[config.mk]
export PLATFORM = sky130hd
export DESIGN_NAME = adder_seq_ctrl_flat
export DESIGN_NICKNAME = d
export VERILOG_FILES = /design/src/rtl/adder_seq_ctrl_if.sv /design/src/rtl/adder_seq_ctrl.sv /design/src/flat_wrapper.sv
export SDC_FILE = /design/constraint.sdc
export NUM_CORES = 1
export LEC_CHECK = 0
export ABC_AREA = 1
export CORE_MARGIN = 2
export CORE_UTILIZATION = 44
export CTS_CLUSTER_SIZE = 20
export DETAILED_ROUTE_END_ITERATION = 6
export PLACE_DENSITY = 0.75
export SETUP_SLACK_MARGIN = 0.5
export SYNTH_ARGS = -nofsm -noshare
export SYNTH_HDL_FRONTEND = slang
export SYNTH_SLANG_ARGS = --single-unit
[constraint.sdc]
create_clock -name clk -period 2.58 [get_ports clk]
set_clock_uncertainty 0.2 [all_clocks]
set_input_delay 0.387 -clock clk [delete_from_list [all_inputs] [get_ports clk]]
set_output_delay 0.387 -clock clk [all_outputs]
set_load 0.005 [all_outputs]
[src/rtl/adder_seq_ctrl_if.sv]
// Requester/consumer handshake bundle for adder_seq_ctrl.
// slave = sequencer side, master = requesters and result consumer.
interface adder_seq_ctrl_if #(
  parameter int unsigned W = 8
);
  logic         req0_valid;
  logic         req0_ready;
  logic [W-1:0] req0_a;
  logic [W-1:0] req0_b;
  logic         req0_cin;
  logic         req1_valid;
  logic         req1_ready;
  logic [W-1:0] req1_a;
  logic [W-1:0] req1_b;
  logic         req1_cin;
  logic         res_valid;
  logic         res_ready;
  logic [W-1:0] res_sum;
  logic         res_cout;
  logic         res_id;

  modport slave (
    input  req0_valid, req0_a, req0_b, req0_cin,
    output req0_ready,
    input  req1_valid, req1_a, req1_b, req1_cin,
    output req1_ready,
    output res_valid, res_sum, res_cout, res_id,
    input  res_ready
  );

  modport master (
    output req0_valid, req0_a, req0_b, req0_cin,
    input  req0_ready,
    output req1_valid, req1_a, req1_b, req1_cin,
    input  req1_ready,
    input  res_valid, res_sum, res_cout, res_id,
    output res_ready
  );
endinterface

[src/rtl/adder_seq_ctrl.sv]
// Two-requester sequencer sharing one N-bit chunk adder; a W = N*K bit
// addition runs over K cycles, LS chunk first, carry held between chunks.
module adder_seq_ctrl #(
  parameter int unsigned N = 4,
  parameter int unsigned K = 2
) (
  input  logic              clk,
  input  logic              reset,
  adder_seq_ctrl_if.slave   bus,
  output logic              busy
);
  localparam int unsigned W     = N * K;
  localparam int unsigned IDX_W = (K > 1) ? $clog2(K) : 1;

  typedef enum logic [1:0] {
    IDLE = 2'd0,
    RUN  = 2'd1,
    DONE = 2'd2
  } state_t;

  state_t           state;
  logic [W-1:0]     op_a;
  logic [W-1:0]     op_b;
  logic [W-1:0]     sum_q;
  logic [IDX_W-1:0] idx;
  logic             carry;
  logic             cout_q;
  logic             id_q;
  logic             last_grant;
  logic             valid_q;
  logic             busy_q;

  logic             grant;
  logic             grant_id;
  logic [W-1:0]     sel_a;
  logic [W-1:0]     sel_b;
  logic             sel_cin;
  logic [N:0]       chunk;

  // Round-robin arbitration; only meaningful while IDLE
  always_comb begin
    grant    = 1'b0;
    grant_id = 1'b0;
    if (state == IDLE) begin
      if (bus.req0_valid && bus.req1_valid) begin
        grant    = 1'b1;
        grant_id = ~last_grant;
      end else if (bus.req0_valid) begin
        grant    = 1'b1;
      end else if (bus.req1_valid) begin
        grant    = 1'b1;
        grant_id = 1'b1;
      end
    end
  end

  assign bus.req0_ready = grant && !grant_id;
  assign bus.req1_ready = grant && grant_id;

  assign sel_a   = grant_id ? bus.req1_a   : bus.req0_a;
  assign sel_b   = grant_id ? bus.req1_b   : bus.req0_b;
  assign sel_cin = grant_id ? bus.req1_cin : bus.req0_cin;

  // Operands shift right each RUN cycle so the active chunk is always the low N bits
  assign chunk = (N+1)'(op_a[N-1:0]) + (N+1)'(op_b[N-1:0]) + (N+1)'(carry);

  always_ff @(posedge clk) begin
    if (reset) begin
      state      <= IDLE;
      op_a       <= '0;
      op_b       <= '0;
      sum_q      <= '0;
      idx        <= '0;
      carry      <= 1'b0;
      cout_q     <= 1'b0;
      id_q       <= 1'b0;
      last_grant <= 1'b1;
      valid_q    <= 1'b0;
      busy_q     <= 1'b0;
    end else begin
      case (state)
        IDLE: begin
          if (grant) begin
            op_a       <= sel_a;
            op_b       <= sel_b;
            carry      <= sel_cin;
            id_q       <= grant_id;
            last_grant <= grant_id;
            idx        <= '0;
            busy_q     <= 1'b1;
            state      <= RUN;
          end
        end
        RUN: begin
          sum_q[idx*N +: N] <= chunk[N-1:0];
          carry             <= chunk[N];
          op_a              <= op_a >> N;
          op_b              <= op_b >> N;
          idx               <= idx + 1'b1;
          if (idx == IDX_W'(K - 1)) begin
            cout_q  <= chunk[N];
            valid_q <= 1'b1;
            state   <= DONE;
          end
        end
        DONE: begin
          if (bus.res_ready) begin
            valid_q <= 1'b0;
            busy_q  <= 1'b0;
            state   <= IDLE;
          end
        end
        default: begin
          state <= IDLE;
        end
      endcase
    end
  end

  assign bus.res_valid = valid_q;
  assign bus.res_sum   = sum_q;
  assign bus.res_cout  = cout_q;
  assign bus.res_id    = id_q;
  assign busy          = busy_q;
endmodule
[src/flat_wrapper.sv]
// flat-port wrapper written by rule: the top's interface ports become plain ports
module adder_seq_ctrl_flat 
#(
  parameter int unsigned N = 4,
  parameter int unsigned K = 2
)
  (clk, reset, busy, bus_req0_valid, bus_req0_a, bus_req0_b, bus_req0_cin, bus_req0_ready, bus_req1_valid, bus_req1_a, bus_req1_b, bus_req1_cin, bus_req1_ready, bus_res_valid, bus_res_sum, bus_res_cout, bus_res_id, bus_res_ready);
  adder_seq_ctrl_if bus_i ();
  input  logic clk;
  input  logic reset;
  output logic busy;
  input wire logic [$bits(bus_i.req0_valid)-1:0] bus_req0_valid;
  input wire logic [$bits(bus_i.req0_a)-1:0] bus_req0_a;
  input wire logic [$bits(bus_i.req0_b)-1:0] bus_req0_b;
  input wire logic [$bits(bus_i.req0_cin)-1:0] bus_req0_cin;
  output wire logic [$bits(bus_i.req0_ready)-1:0] bus_req0_ready;
  input wire logic [$bits(bus_i.req1_valid)-1:0] bus_req1_valid;
  input wire logic [$bits(bus_i.req1_a)-1:0] bus_req1_a;
  input wire logic [$bits(bus_i.req1_b)-1:0] bus_req1_b;
  input wire logic [$bits(bus_i.req1_cin)-1:0] bus_req1_cin;
  output wire logic [$bits(bus_i.req1_ready)-1:0] bus_req1_ready;
  output wire logic [$bits(bus_i.res_valid)-1:0] bus_res_valid;
  output wire logic [$bits(bus_i.res_sum)-1:0] bus_res_sum;
  output wire logic [$bits(bus_i.res_cout)-1:0] bus_res_cout;
  output wire logic [$bits(bus_i.res_id)-1:0] bus_res_id;
  input wire logic [$bits(bus_i.res_ready)-1:0] bus_res_ready;
  assign bus_i.req0_valid = bus_req0_valid;
  assign bus_i.req0_a = bus_req0_a;
  assign bus_i.req0_b = bus_req0_b;
  assign bus_i.req0_cin = bus_req0_cin;
  assign bus_req0_ready = bus_i.req0_ready;
  assign bus_i.req1_valid = bus_req1_valid;
  assign bus_i.req1_a = bus_req1_a;
  assign bus_i.req1_b = bus_req1_b;
  assign bus_i.req1_cin = bus_req1_cin;
  assign bus_req1_ready = bus_i.req1_ready;
  assign bus_res_valid = bus_i.res_valid;
  assign bus_res_sum = bus_i.res_sum;
  assign bus_res_cout = bus_i.res_cout;
  assign bus_res_id = bus_i.res_id;
  assign bus_i.res_ready = bus_res_ready;
  adder_seq_ctrl #(.N(N), .K(K)) u_core (.clk(clk), .reset(reset), .bus(bus_i), .busy(busy));
endmodule
# --- Word level (Yosys, flattened, before mapping) ---
# Index checks and enable logic that the tools add are counted.
word_totals:
  output_inout_bits: 14
  word_cells: 65
  reg_bits: 33
classes:
  bitwise_logic: 1
  reduce_logical: 14
  eq_ne: 5
  mux: 28
  n_shift: 2
  n_addsub: 4
op_table:
  columns: ["cell", "count"]
  rows:
  - ["3-bit negator with 34-bit output", 1]
  - ["4-bit by 34-bit variable shift with 8-bit output, first input constant", 1]
  - ["4-bit by 34-bit variable part select with 8-bit output", 1]
  - ["8-bit 2-to-1 mux", 4]
  - ["8-bit case mux with 2 select lines", 2]
  - ["1-bit 2-to-1 mux", 13]
  - ["3-bit AND reduction", 3]
  - ["8-bit bitwise mux", 1]
  - ["1-bit case mux with 2 select lines", 4]
  - ["2-bit 2-to-1 mux", 3]
  - ["2-bit case mux with 3 select lines", 1]
  - ["2-bit AND reduction", 3]
  - ["2-bit nonzero test", 3]
  - ["4-bit by 4-bit adder with 5-bit output", 1]
  - ["5-bit by 1-bit adder with 5-bit output", 1]
  - ["2-bit by 1-bit != test with 1-bit output, second input constant", 2]
  - ["1-bit logical AND", 3]
  - ["2-bit by 1-bit == test with 1-bit output, second input constant", 1]
  - ["2-bit == test, second input constant", 1]
  - ["2-bit logical NOT", 1]
  - ["2-bit != test, second input constant", 1]
  - ["1-bit adder, second input constant", 1]
  - ["1-bit logical NOT", 1]
  - ["1-bit inverter", 1]

# --- Depth between registers and ports, before layout ---
depth:
  depth_word: 7
  depth_mapped: 9
  mapped_depth_nobuf: 8

# --- Least setup slack after synthesis ---
# OpenSTA, ideal clock, no wires.
synth_timing:
  path_type: "register -> register"
  start: "register u_core.carry"
  end: "register u_core.carry"
  arrival_time_ns: 1.494
  path_stages_with_launch: 9
  t_required_ns: 2.248
  slack_ns: 0.754
  cell_sequence: "dfxtp_1 > fa_1 > fa_1 > nand3_1 > nand3_1 > nand2_1 > nand2_1 > inv_1 > a21oi_1"
synth_via:
  elab_chain_len: 2
synth_lines:
  columns: ["item", "line_no", "source"]
  rows:
  - ["start: declaration", "adder_seq_ctrl.sv:26", "logic carry;"]
  - ["start signal: assignment", "adder_seq_ctrl.sv:86", "carry <= sel_cin;"]
  - ["start signal: assignment", "adder_seq_ctrl.sv:96", "carry <= chunk[N];"]
  - ["5-bit by 1-bit adder with 5-bit output", "adder_seq_ctrl.sv:65", "assign chunk = (N+1)'(op_a[N-1:0]) + (N+1)'(op_b[N-1:0]) + (N+1)'(carry);"]
  - ["1-bit case mux with 2 select lines", "adder_seq_ctrl.sv:81", "case (state)"]
# Every way passes these cells.
# A chain may end at the register's enable or synchronous reset.

# --- Worst setup path after layout ---
layout_timing:
  start: "register u_core.state[0]"
  end: "output port bus_req0_ready"
layout_via:
  elab_chain_len: 4
  word_cells_on_any_way: 5
  classes_between: "mux: 2; reduce/logical: 3"
layout_lines:
  columns: ["item", "line_no", "source"]
  rows:
  - ["start: declaration", "adder_seq_ctrl.sv:21", "state_t state;"]
  - ["start signal: assignment", "adder_seq_ctrl.sv:69", "state <= IDLE;"]
  - ["start signal: assignment", "adder_seq_ctrl.sv:91", "state <= RUN;"]
  - ["start signal: assignment", "adder_seq_ctrl.sv:103", "state <= DONE;"]
  - ["2-bit logical NOT *", "adder_seq_ctrl.sv:44", "if (state == IDLE) begin"]
  - ["1-bit 2-to-1 mux", "adder_seq_ctrl.sv:44", null]
  - ["1-bit logical NOT", "adder_seq_ctrl.sv:57", "assign bus.req0_ready = grant && !grant_id;"]
  - ["1-bit logical AND *", "adder_seq_ctrl.sv:57", null]
  - ["end: declaration", "flat_wrapper.sv:16", "output wire logic [$bits(bus_i.req0_ready)-1:0] bus_req0_ready;"]
# Mark *: on every way between the ends. The rest lies on a longest branch, timed or not.

==> impl_metrics.env <==
export IMPL_hold_viol=0
export IMPL_dp_slack_ns=0.227
export IMPL_syn_area_per_cell_um2=6.79
export IMPL_grt_pass1_wl_mm=7.60
export IMPL_ios=53
export IMPL_p_total_w=0.00150
export IMPL_coreArea_um2=4030
export IMPL_finalSetupViolCount=0
export IMPL_drc=0
export IMPL_finalWeightedCongestion=0.872
export IMPL_min_path_type="register to register"
export IMPL_num_vias=1881
export IMPL_htree_levels=2
export IMPL_cp_required_ns=1.99
export IMPL_yosysSeqAreaShare=0.358
export IMPL_startpoint_type="register"
export IMPL_cp_max_fo=3
export IMPL_clock_fmax_mhz=503
export IMPL_netlist_instances=272
export IMPL_r2r_setup_slack_ns=0.62
export IMPL_drt_first_pass_iters=4
export IMPL_overflow=0
export IMPL_status="completed"
export IMPL_syn2layout_area_growth_pct=39.4
export IMPL_synth_cell_types=22
export IMPL_hold_start="u_core.bus.res_sum[2]"
export IMPL_cap_violations=0
export IMPL_netlist_area_um2=1850
export IMPL_routedWlPerCell_um=11.0
export IMPL_holdBufCountCts=0
export IMPL_place_area_um2=2410
export IMPL_synth_compound_area_frac=0.0908
export IMPL_ys_ff_latch=33
export IMPL_die_h_um=68.8
export IMPL_vias_per_cell=4.92
export IMPL_wl_mm=4.19
export IMPL_clock_sinks=33
export IMPL_clock_path_buffers=2
export IMPL_clk_latency_ns=0.29
export IMPL_layout_drive_gt1_share=0.0964
export IMPL_track_usage=0.213
export IMPL_start_util=0.458
export IMPL_rsz0062_at_grt="false"
export IMPL_cts_clk_slew_worst_paths_ns=0.07
export IMPL_num_rows=23
export IMPL_dieArea_um2=4730
export IMPL_cts_root_buf="clkbuf_8"
export IMPL_diodes=0
export IMPL_p_leak_nw=1.25
export IMPL_r2r_end="u_core.carry"
export IMPL_synth_fp_nets=316
export IMPL_ys_warn_count=0
export IMPL_endpoint_kind="output port"
export IMPL_port_buffers=52
export IMPL_finalCriticalPeriod_ns=1.99
export IMPL_die_x_um=68.8
export IMPL_period_share=0.771
export IMPL_dp_hpwl_mm=3.13
export IMPL_drtIter0Drc=105
export IMPL_rr_startpoint="u_core.carry"
export IMPL_worst_slew_pin_slew_ns=0.348
export IMPL_synthAdderAreaFrac=0.0420
export IMPL_synth_top_family_by_area="simple AND/OR/NAND/NOR gates"
export IMPL_holdPathEnd="u_core.bus.res_sum[2]"
export IMPL_layout_nets=375
export IMPL_finalMaxSlewViolations=0
export IMPL_synth_xor_area_frac=0.00475
export IMPL_synthSimpleGateAreaFrac=0.338
export IMPL_grt_pass1_vias=1799
export IMPL_reg2reg_depth=8
export IMPL_cts_tree="built"
export IMPL_powerDensity_nw_per_um2=584
export IMPL_cp_data_arrival_time_ns=1.40
export IMPL_numCtsBuffers=5
export IMPL_grt_max_degree=28
export IMPL_synth_mux_area_frac=0
export IMPL_finalSetupTns_ns=0
export IMPL_relSlewSlack=0.768
export IMPL_ant_nets=0
export IMPL_postLayoutCellArea_um2=2570
export IMPL_whs_path_depth=2
export IMPL_worst_slack_ns=0.592
export IMPL_irDropWorstVdd_v=0.000232
export IMPL_antenna_found_initial=0
export IMPL_fin_util=0.639
export IMPL_crit_type="register to output port"
Yosys cell counts:
library cell | n | area [um^2]
a21oi_1 | 28 | 140
buf_2 | 3 | 15.0
buf_4 | 4 | 30.0
buf_6 | 2 | 22.5
clkbuf_1 | 5 | 18.8
clkinv_2 | 1 | 5.00
dfxtp_1 | 33 | 661
fa_1 | 2 | 40.0
ha_1 | 3 | 37.5
inv_1 | 56 | 210
inv_4 | 1 | 6.26
nand2_1 | 51 | 191
nand2_4 | 1 | 11.3
nand3_1 | 45 | 225
nand3_2 | 1 | 10.0
nand3b_1 | 2 | 15.0
nand4_1 | 17 | 106
nor2_1 | 8 | 30.0
nor2_4 | 3 | 33.8
o21a_1 | 1 | 7.51
o21ai_0 | 4 | 20.0
xor2_1 | 1 | 8.76
flip-flops by register name, summed over array words and instances (netlist names):
register and count:
u_core.bus.res_sum 8, u_core.op_a 8, u_core.op_b 8, u_core.state 2
u_core.bus.res_cout 1, u_core.bus.res_id 1, u_core.bus.res_valid 1, u_core.busy 1
u_core.carry 1, u_core.idx 1, u_core.last_grant 1
timing repair:
item	CTS	global route
setup buffers	4	1
endpoints found under the hold margin	0	0
gates resized for setup	4	3
pin swaps	2	2
endpoints found under the setup margin	2	1
stage by stage:
step                      instances  hold WS [ns]
after floorplan                 272         0.229
after global placement          369         0.254
after detailed placement        369         0.259
after CTS                       381         0.268
after global routing            382         0.284
final                           382         0.264
critical path, stage by stage (launching register included):
cell and delay, ns:
dfxtp_1 0.34, nor2_4 0.17, nand3_2 0.11, buf_4 0.16, nand2_1 0.06, inv_1 0.03, dlygate4sd2_1 0.25
where the power goes:
| part | switching, W | total [W] | internal (W) |
|---|---|---|---|
| Combinational | 0.000208 | 0.000403 | 0.000195 |
| Clock | 0.000192 | 0.000506 | 0.000314 |
| Sequential | 0.0000328 | 0.000594 | 0.000561 |
cell usage in the layout, fill, tap and decap left out, types with 2 or more instances in the layout:
master           count
nand3b_1             2
nor2_1               8
dfxtp_1             32
ha_1                 3
clkdlybuf4s50_1     48
buf_4               14
clkbuf_8             6
o21ai_0              4
nand2_2              2
dlygate4sd2_1        3
inv_1               56
nor2_4               3
a21oi_1             28
nand3_1             45
nand4_1             17
fa_1                 2
nand2_1             49
area by class of cell:
class	count	area, um^2
Clock buffer	6	82.6
Inverter	58	221
Clock inverter	2	37.5
Sequential cell	33	662
Multi-Input combinational cell	167	882
Tap cell	50	62.6
Timing Repair Buffer	66	624
Fill cell	396	1460
per-layer routing:
layer / part of all wire / global-route usage / vias up
li1: - / - / 987
met1: 0.46 / 0.256 / 831
met2: 0.47 / 0.370 / 52
met3: 0.045 / 0.0455 / 11
met4: 0.024 / 0.0858 / 0
met5: 0 / 0 / -
cell families (layout without fill, tap and decap cells):
kind of cell,after synthesis,after routing
AND/OR/NAND/NOR,128,128
buffers and inverters,72,132
AO/OA/AOI/OAI,33,33
flip-flops,33,33
adder cells (fa/ha/maj),5,5
XOR/XNOR,1,1
worst max-delay path by stage:
stage | endpoint | slack [ns] | from | depth (start not counted)
2_1_floorplan | u_core.carry | 0.75 | u_core.carry | 8
3_3_place_gp | bus_req0_ready | 0.25 | bus_req1_valid | 8
3_5_place_dp | bus_req0_ready | 0.23 | bus_req1_valid | 8
4_1_cts | bus_req0_ready | 0.45 | bus_req0_valid | 7
5_1_grt | bus_req0_ready | 0.50 | u_core.state[0] | 6
6_report | bus_req0_ready | 0.59 | u_core.state[0] | 6
No activity file was read; power rests on OpenSTA's default activity.
